==> src/rtl/vending_machine_pkg.sv <==
// vending_machine_pkg: shared state encoding, coin values and parameter defaults.
//   Provides state_t, coin nickel values, default DEBOUNCE_CYCLES / PRICE_NICKELS,
//   and a saturating 7-bit add used by the credit accumulator.
package vending_machine_pkg;
    typedef enum logic [1:0] {
        IDLE    = 2'b00,
        COLLECT = 2'b01,
        RELEASE = 2'b10
    } state_t;

    localparam int DEBOUNCE_CYCLES_DEFAULT = 500000;
    localparam int PRICE_NICKELS_DEFAULT   = 25;

    localparam logic [6:0] NICKELS_ONE_DOLLAR  = 7'd20;
    localparam logic [6:0] NICKELS_FIFTY_CENTS = 7'd10;
    localparam logic [6:0] NICKELS_TEN_CENTS   = 7'd2;
    localparam logic [6:0] NICKELS_FIVE_CENTS  = 7'd1;
    localparam logic [6:0] ACC_MAX             = 7'd127;

    // Credit never wraps: an overflowing sum clamps to the 7-bit maximum.
    function automatic logic [6:0] sat_add(input logic [6:0] a, input logic [6:0] b);
        logic [7:0] s;
        s = {1'b0, a} + {1'b0, b};
        return s[7] ? ACC_MAX : s[6:0];
    endfunction
endpackage

==> src/rtl/vending_machine_if.sv <==
// vending_machine_if: coin sensor / release bundle between the machine and its environment.
//   Enable, OneDollar, FiftyCents, TenCents, FiveCents : to the machine (raw levels)
//   Rel, OneDollar_d, FiftyCents_d, TenCents_d, FiveCents_d : from the machine
interface vending_machine_if;
    logic Enable;
    logic OneDollar;
    logic FiftyCents;
    logic TenCents;
    logic FiveCents;
    logic Rel;
    logic OneDollar_d;
    logic FiftyCents_d;
    logic TenCents_d;
    logic FiveCents_d;

    modport master (
        output Enable, OneDollar, FiftyCents, TenCents, FiveCents,
        input  Rel, OneDollar_d, FiftyCents_d, TenCents_d, FiveCents_d
    );

    modport slave (
        input  Enable, OneDollar, FiftyCents, TenCents, FiveCents,
        output Rel, OneDollar_d, FiftyCents_d, TenCents_d, FiveCents_d
    );
endinterface

==> src/rtl/coin_debouncer.sv <==
// coin_debouncer: 2-flop synchronizer, stability debouncer and rising-edge pulse for one coin sensor.
//   CLK, RST : clock, synchronous active-high reset
//   raw      : asynchronous bouncing sensor level
//   d        : debounced level
//   pulse    : one-cycle pulse on each debounced 0->1 transition
module coin_debouncer
    import vending_machine_pkg::*;
#(
    parameter int DEBOUNCE_CYCLES = DEBOUNCE_CYCLES_DEFAULT
) (
    input  logic CLK,
    input  logic RST,
    input  logic raw,
    output logic d,
    output logic pulse
);
    localparam int CW = $clog2(DEBOUNCE_CYCLES + 1);

    logic          s1, s2, d_q;
    logic [CW-1:0] cnt;

    // cnt counts consecutive cycles where the synchronized level disagrees with d;
    // any cycle of agreement (a bounce back) restarts it from zero.
    always_ff @(posedge CLK) begin
        if (RST) begin
            s1  <= 1'b0;
            s2  <= 1'b0;
            cnt <= '0;
            d   <= 1'b0;
            d_q <= 1'b0;
        end else begin
            s1  <= raw;
            s2  <= s1;
            d_q <= d;
            if (s2 == d) begin
                cnt <= '0;
            end else if (cnt == CW'(DEBOUNCE_CYCLES - 1)) begin
                d   <= s2;
                cnt <= '0;
            end else begin
                cnt <= cnt + CW'(1);
            end
        end
    end

    assign pulse = d & ~d_q;
endmodule

==> src/rtl/vending_machine.sv <==
// vending_machine: debounced coin intake, saturating nickel accumulator and release FSM.
//   CLK, RST : clock, synchronous active-high reset
//   bus      : slave side of vending_machine_if (Enable + raw coins in; Rel + debounced coins out)
module vending_machine
    import vending_machine_pkg::*;
#(
    parameter int DEBOUNCE_CYCLES = DEBOUNCE_CYCLES_DEFAULT,
    parameter int PRICE_NICKELS   = PRICE_NICKELS_DEFAULT
) (
    input  logic               CLK,
    input  logic               RST,
    vending_machine_if.slave   bus
);
    logic [3:0] pulse;
    logic [6:0] coin_sum, acc, acc_next, sum;
    logic       hit;
    state_t     state, state_next;

    coin_debouncer #(.DEBOUNCE_CYCLES(DEBOUNCE_CYCLES)) u_one_dollar (
        .CLK(CLK), .RST(RST), .raw(bus.OneDollar), .d(bus.OneDollar_d), .pulse(pulse[3]));
    coin_debouncer #(.DEBOUNCE_CYCLES(DEBOUNCE_CYCLES)) u_fifty_cents (
        .CLK(CLK), .RST(RST), .raw(bus.FiftyCents), .d(bus.FiftyCents_d), .pulse(pulse[2]));
    coin_debouncer #(.DEBOUNCE_CYCLES(DEBOUNCE_CYCLES)) u_ten_cents (
        .CLK(CLK), .RST(RST), .raw(bus.TenCents), .d(bus.TenCents_d), .pulse(pulse[1]));
    coin_debouncer #(.DEBOUNCE_CYCLES(DEBOUNCE_CYCLES)) u_five_cents (
        .CLK(CLK), .RST(RST), .raw(bus.FiveCents), .d(bus.FiveCents_d), .pulse(pulse[0]));

    // Coins pulsing in the same cycle are all credited together (max 33, no overflow here).
    assign coin_sum = (pulse[3] ? NICKELS_ONE_DOLLAR  : 7'd0)
                    + (pulse[2] ? NICKELS_FIFTY_CENTS : 7'd0)
                    + (pulse[1] ? NICKELS_TEN_CENTS   : 7'd0)
                    + (pulse[0] ? NICKELS_FIVE_CENTS  : 7'd0);

    assign hit = bus.Enable && (coin_sum != 7'd0);
    // From IDLE the first coin loads rather than adds, so stale credit never leaks in.
    assign sum = sat_add(state == IDLE ? 7'd0 : acc, coin_sum);

    always_comb begin
        state_next = state;
        acc_next   = acc;
        case (state)
            IDLE, COLLECT: begin
                if (hit) begin
                    acc_next   = sum;
                    state_next = (int'(sum) >= PRICE_NICKELS) ? RELEASE : COLLECT;
                end
            end
            RELEASE: state_next = RELEASE;
            default: state_next = IDLE;
        endcase
    end

    always_ff @(posedge CLK) begin
        if (RST) begin
            state   <= IDLE;
            acc     <= 7'd0;
            bus.Rel <= 1'b0;
        end else begin
            state   <= state_next;
            acc     <= acc_next;
            bus.Rel <= (state_next == RELEASE);
        end
    end
endmodule

==> src/flat_wrapper.sv <==
// flat-port wrapper written by rule: the top's interface ports become plain ports
module vending_machine_flat import vending_machine_pkg::*;
#(
    parameter int DEBOUNCE_CYCLES = DEBOUNCE_CYCLES_DEFAULT,
    parameter int PRICE_NICKELS   = PRICE_NICKELS_DEFAULT
)
  (CLK, RST, bus_Enable, bus_OneDollar, bus_FiftyCents, bus_TenCents, bus_FiveCents, bus_Rel, bus_OneDollar_d, bus_FiftyCents_d, bus_TenCents_d, bus_FiveCents_d);
  vending_machine_if bus_i ();
  input  logic CLK;
  input  logic RST;
  input wire logic [$bits(bus_i.Enable)-1:0] bus_Enable;
  input wire logic [$bits(bus_i.OneDollar)-1:0] bus_OneDollar;
  input wire logic [$bits(bus_i.FiftyCents)-1:0] bus_FiftyCents;
  input wire logic [$bits(bus_i.TenCents)-1:0] bus_TenCents;
  input wire logic [$bits(bus_i.FiveCents)-1:0] bus_FiveCents;
  output wire logic [$bits(bus_i.Rel)-1:0] bus_Rel;
  output wire logic [$bits(bus_i.OneDollar_d)-1:0] bus_OneDollar_d;
  output wire logic [$bits(bus_i.FiftyCents_d)-1:0] bus_FiftyCents_d;
  output wire logic [$bits(bus_i.TenCents_d)-1:0] bus_TenCents_d;
  output wire logic [$bits(bus_i.FiveCents_d)-1:0] bus_FiveCents_d;
  assign bus_i.Enable = bus_Enable;
  assign bus_i.OneDollar = bus_OneDollar;
  assign bus_i.FiftyCents = bus_FiftyCents;
  assign bus_i.TenCents = bus_TenCents;
  assign bus_i.FiveCents = bus_FiveCents;
  assign bus_Rel = bus_i.Rel;
  assign bus_OneDollar_d = bus_i.OneDollar_d;
  assign bus_FiftyCents_d = bus_i.FiftyCents_d;
  assign bus_TenCents_d = bus_i.TenCents_d;
  assign bus_FiveCents_d = bus_i.FiveCents_d;
  vending_machine #(.DEBOUNCE_CYCLES(DEBOUNCE_CYCLES), .PRICE_NICKELS(PRICE_NICKELS)) u_core (.CLK(CLK), .RST(RST), .bus(bus_i));
endmodule
==> config.mk <==
export PLATFORM = sky130hd
export DESIGN_NAME = vending_machine_flat
export DESIGN_NICKNAME = d
export VERILOG_FILES = /design/src/rtl/vending_machine_pkg.sv /design/src/rtl/vending_machine_if.sv /design/src/rtl/coin_debouncer.sv /design/src/rtl/vending_machine.sv /design/src/flat_wrapper.sv
export SDC_FILE = /design/constraint.sdc
export NUM_CORES = 1
export LEC_CHECK = 0
export CAP_MARGIN = 20
export CELL_PAD_IN_SITES_DETAIL_PLACEMENT = 1
export CELL_PAD_IN_SITES_GLOBAL_PLACEMENT = 1
export CORE_AREA = 2 2 128 80
export CTS_CLUSTER_DIAMETER = 30
export DETAILED_ROUTE_END_ITERATION = 10
export DIE_AREA = 0 0 130 82
export GPL_TIMING_DRIVEN = 1
export PLACE_DENSITY = 0.93
export SLEW_MARGIN = 0
export SYNTH_ARGS = -nofsm -noshare
export SYNTH_HDL_FRONTEND = slang
export SYNTH_SLANG_ARGS = --single-unit
==> constraint.sdc <==
create_clock -name CLK -period 3.8 [get_ports CLK]
set_clock_uncertainty 0.05 [all_clocks]
set_input_delay 0.57 -clock CLK [delete_from_list [all_inputs] [get_ports CLK]]
set_output_delay 0.57 -clock CLK [all_outputs]
set_load 0.1 [all_outputs]
==> impl_results.md <==
* Synth Area per Inst at a little under 9 um2
* First-pass GRT wire length at approximately 21000 um
* Grt ovf at 0
* Crit path launch: u_core.u_fifty_cents.d$_SDFFE_PP0P_
* Share of the synthesized area in the top cell type at a little over two fifths
* RSZ-0062 raised after global routing: false
* Cells on worst reg2reg path at 11
* Pre-CTS setup slack at 786 ps
* Die H at a little over 80 um
* Final core utilization at around 54%
* Core Region at roughly 9600 um2
* Antenna Cells at 0
* R2r setup slk at approximately 690 ps
* Dpl hpwl at a little over 8000 um
* Synth area leader: dfxtp_1
* Count of final setup violators at 0
* EDFF count, synth at 0
* Share of layout cells above drive strength 1 at between 5 and 6%
* Nature of the critical path endpoint: register
* Worst-Skew Late Latency at 360 ps
* Detailed Route WL at around 13000 um
* Worst VDD drop at approximately 0.19 mV
* Worst Path Required at 3970 ps
* Final nets at about 560
* Cts hold-fix bufs at 0
* Register area share after synthesis at 43.4%
* Status: finished, final reports clean
* Syn Nets at around 560
* Worst R2R End: u_core.bus.Rel$_SDFF_PP0_
* IO buf count at 11
* Max-cap violation count at 0
* Critical Path Sink: u_core.bus.Rel$_SDFF_PP0_
* Number of detailed-route iterations in the first pass at 4
* Synth area leaders: dfxtp_1, nor2_1, xnor2_1
* CTS resizes at 0
* Fmax at between 300 and 400 MHz
* Commonest cells in the netlist: nor2_1, dfxtp_1, xnor2_1
* Synth cell types at 49
* Worst Hold Class: reg2reg
* Reg clk slew, reported paths at roughly 70 ps
* Row cnt at 28
* Clk sinks at roughly 100
* Power density over the cells at approximately 410 nW/um2
* Root buf cell: clkbuf_16
* Worst r2r src: u_core.u_fifty_cents.d$_SDFFE_PP0P_
* Final Critical Period at ~3100 ps
* Starting Density at slightly below 50%
* Count leader, synth: nor2_1
* Ys async rst share at 0%
* Io pins at 12
* Vias in the first global route at between 4000 and 5000
* Synth Warn # at 0
* DRT iter0 DRCs at 195
* Post-synth top flop: dfxtp_1
* FF+latch count, synth at roughly 100
* Final Hold Viols at 0
* Leak pwr at 0.00168 uW
* Mapped Cells at about 540
* # Post-CTS Setup Buffers at 0
* Maximum number of pins on one net before global-route repair at 20
* CTS Buffer Depth at 2
* Die X at 130 um
* Mean routed wirelength per cell at around 18 um
* Area growth, synth to finish at 10.7%
* All-Layer GR Usage at around a quarter
* Worst-Margin Slew at 1030 ps
* Vias post-DR at 3777
* Arrival time of the worst setup path at around 3300 ps
* Die area at 10700 um2
* Critical path startpoint category: register
* Post-route setup TNS at 0 ps
* Placer Congestion at 0.902
* Slew margin rel. at about 31%
* H-tree depth at 3
* Num CTS Buffers at 9
* Antenna violations before repair at 0
* DRC at 0
* Via density at about 5.5
* Slew Limit Fails at 0
* Post-route setup slack at 687 ps
* CTS tree: yes
* Crit path max fanout at 7
* Critical path class: reg2reg
* Antenna viol nets, final at 0
* Final critical-path share of the clock period at just over 80%
* HP Start: u_core.u_ten_cents.s1$_SDFF_PP0_
* Syn Std Cell Area at roughly 4700 um2
## per-stage QoR
stage / hold WS (ps) / instances / power (uW) / area (um2)
after floorplan: 362 / 535 / 1120 / 4710
after global placement: 372 / 668 / 1130 / 4890
after detailed placement: 376 / 668 / 1130 / 4890
after CTS: 393 / 684 / 2140 / 5210
after global routing: 408 / 684 / 2170 / 5210
final: 394 / 684 / 2120 / 5210
## worst max-delay path, cell delays in order, from the launching register on
cell      delay, ps
dfxtp_1         360
and2b_1         230
ha_1            230
ha_1            210
xnor2_1         370
inv_1           100
ha_1            290
a211oi_1        350
o21ai_0         190
a21o_1          210
a22oi_2         250
o221ai_1        160
## how the worst min path moves through the flow
| stage | end | slack [ps] | depth (start not counted) |
|---|---|---|---|
| 2_1_floorplan | u_core.u_ten_cents.cnt[0]$_SDFF_PP0_ | 360 | 1 |
| 3_3_place_gp | u_core.u_five_cents.s2$_SDFF_PP0_ | 370 | 1 |
| 3_5_place_dp | u_core.u_ten_cents.s2$_SDFF_PP0_ | 380 | 1 |
| 4_1_cts | u_core.u_ten_cents.s2$_SDFF_PP0_ | 390 | 1 |
| 5_1_grt | u_core.u_ten_cents.s2$_SDFF_PP0_ | 410 | 1 |
| 6_report | u_core.u_ten_cents.s2$_SDFF_PP0_ | 390 | 1 |
## per-layer routing
layer | vias up | global-route usage (%) | wire [um]
li1 | 1827 | - | -
met1 | 1861 | 31.0 | 5700
met2 | 61 | 43.5 | 6140
met3 | 28 | 5.41 | 399
met4 | 0 | 10.9 | 279
met5 | - | 0 | 0
## power by group
group	internal (uW)	total [uW]	switching (uW)
sequential	1070	1080	3.06
combinational	10.8	27.6	16.9
clock	581	1020	435
## cells by family (layout without fill, tap and decap cells)
group,count (synthesis),count (layout),share of synthesized area (%)
buf+inv,32,46,3.67
xor+xnor,73,73,13.6
fa+ha+maj,13,13,3.62
simple gates,276,276,29.5
mux,4,4,0.851
compound gates,35,35,5.40
flops,102,102,43.4
## layout make-up
| cell class | instances | area (um2) |
|---|---|---|
| Fill cell | 1084 | 4350 |
| Multi-Input combinational cell | 401 | 2490 |
| Sequential cell | 102 | 2040 |
| Clock buffer | 9 | 225 |
| Tap cell | 135 | 169 |
| Timing Repair Buffer | 12 | 118 |
| Clock inverter | 7 | 97.6 |
| Inverter | 18 | 67.6 |
## state kept, by name, summed over array words and instances, names as in the netlist, 2 cells and up
name and count:
u_core.acc 7, u_core.state 2, u_core.u_fifty_cents.cnt 19, u_core.u_five_cents.cnt 19
u_core.u_one_dollar.cnt 19, u_core.u_ten_cents.cnt 19
## placed cells by master (no fill, tap or decap), types with 2 or more instances in the layout
cell and instances:
nor2_1 114, dfxtp_1 102, xnor2_1 47, nand3_1 38, nor2b_1 26, xor2_1 26
nand2_1 20, inv_1 18, nor3_1 14, nand4_1 13, ha_1 12, clkdlybuf4s50_1 11
and3_1 10, clkbuf_16 9, a211oi_1 8, or3_1 7, a21oi_1 7, and4_1 6
nor4b_1 5, nor4_1 4, o21ai_0 4, mux2i_1 4, or2_2 3, a21o_1 3
o221ai_1 3, nor4_2 2, and2_1 2, nand2b_1 2, o2111ai_1 2, a31oi_1 2
nor3b_1 2, and3_2 2, clkinv_2 2, bufinv_16 2
No activity file was read; power rests on OpenSTA's default activity.
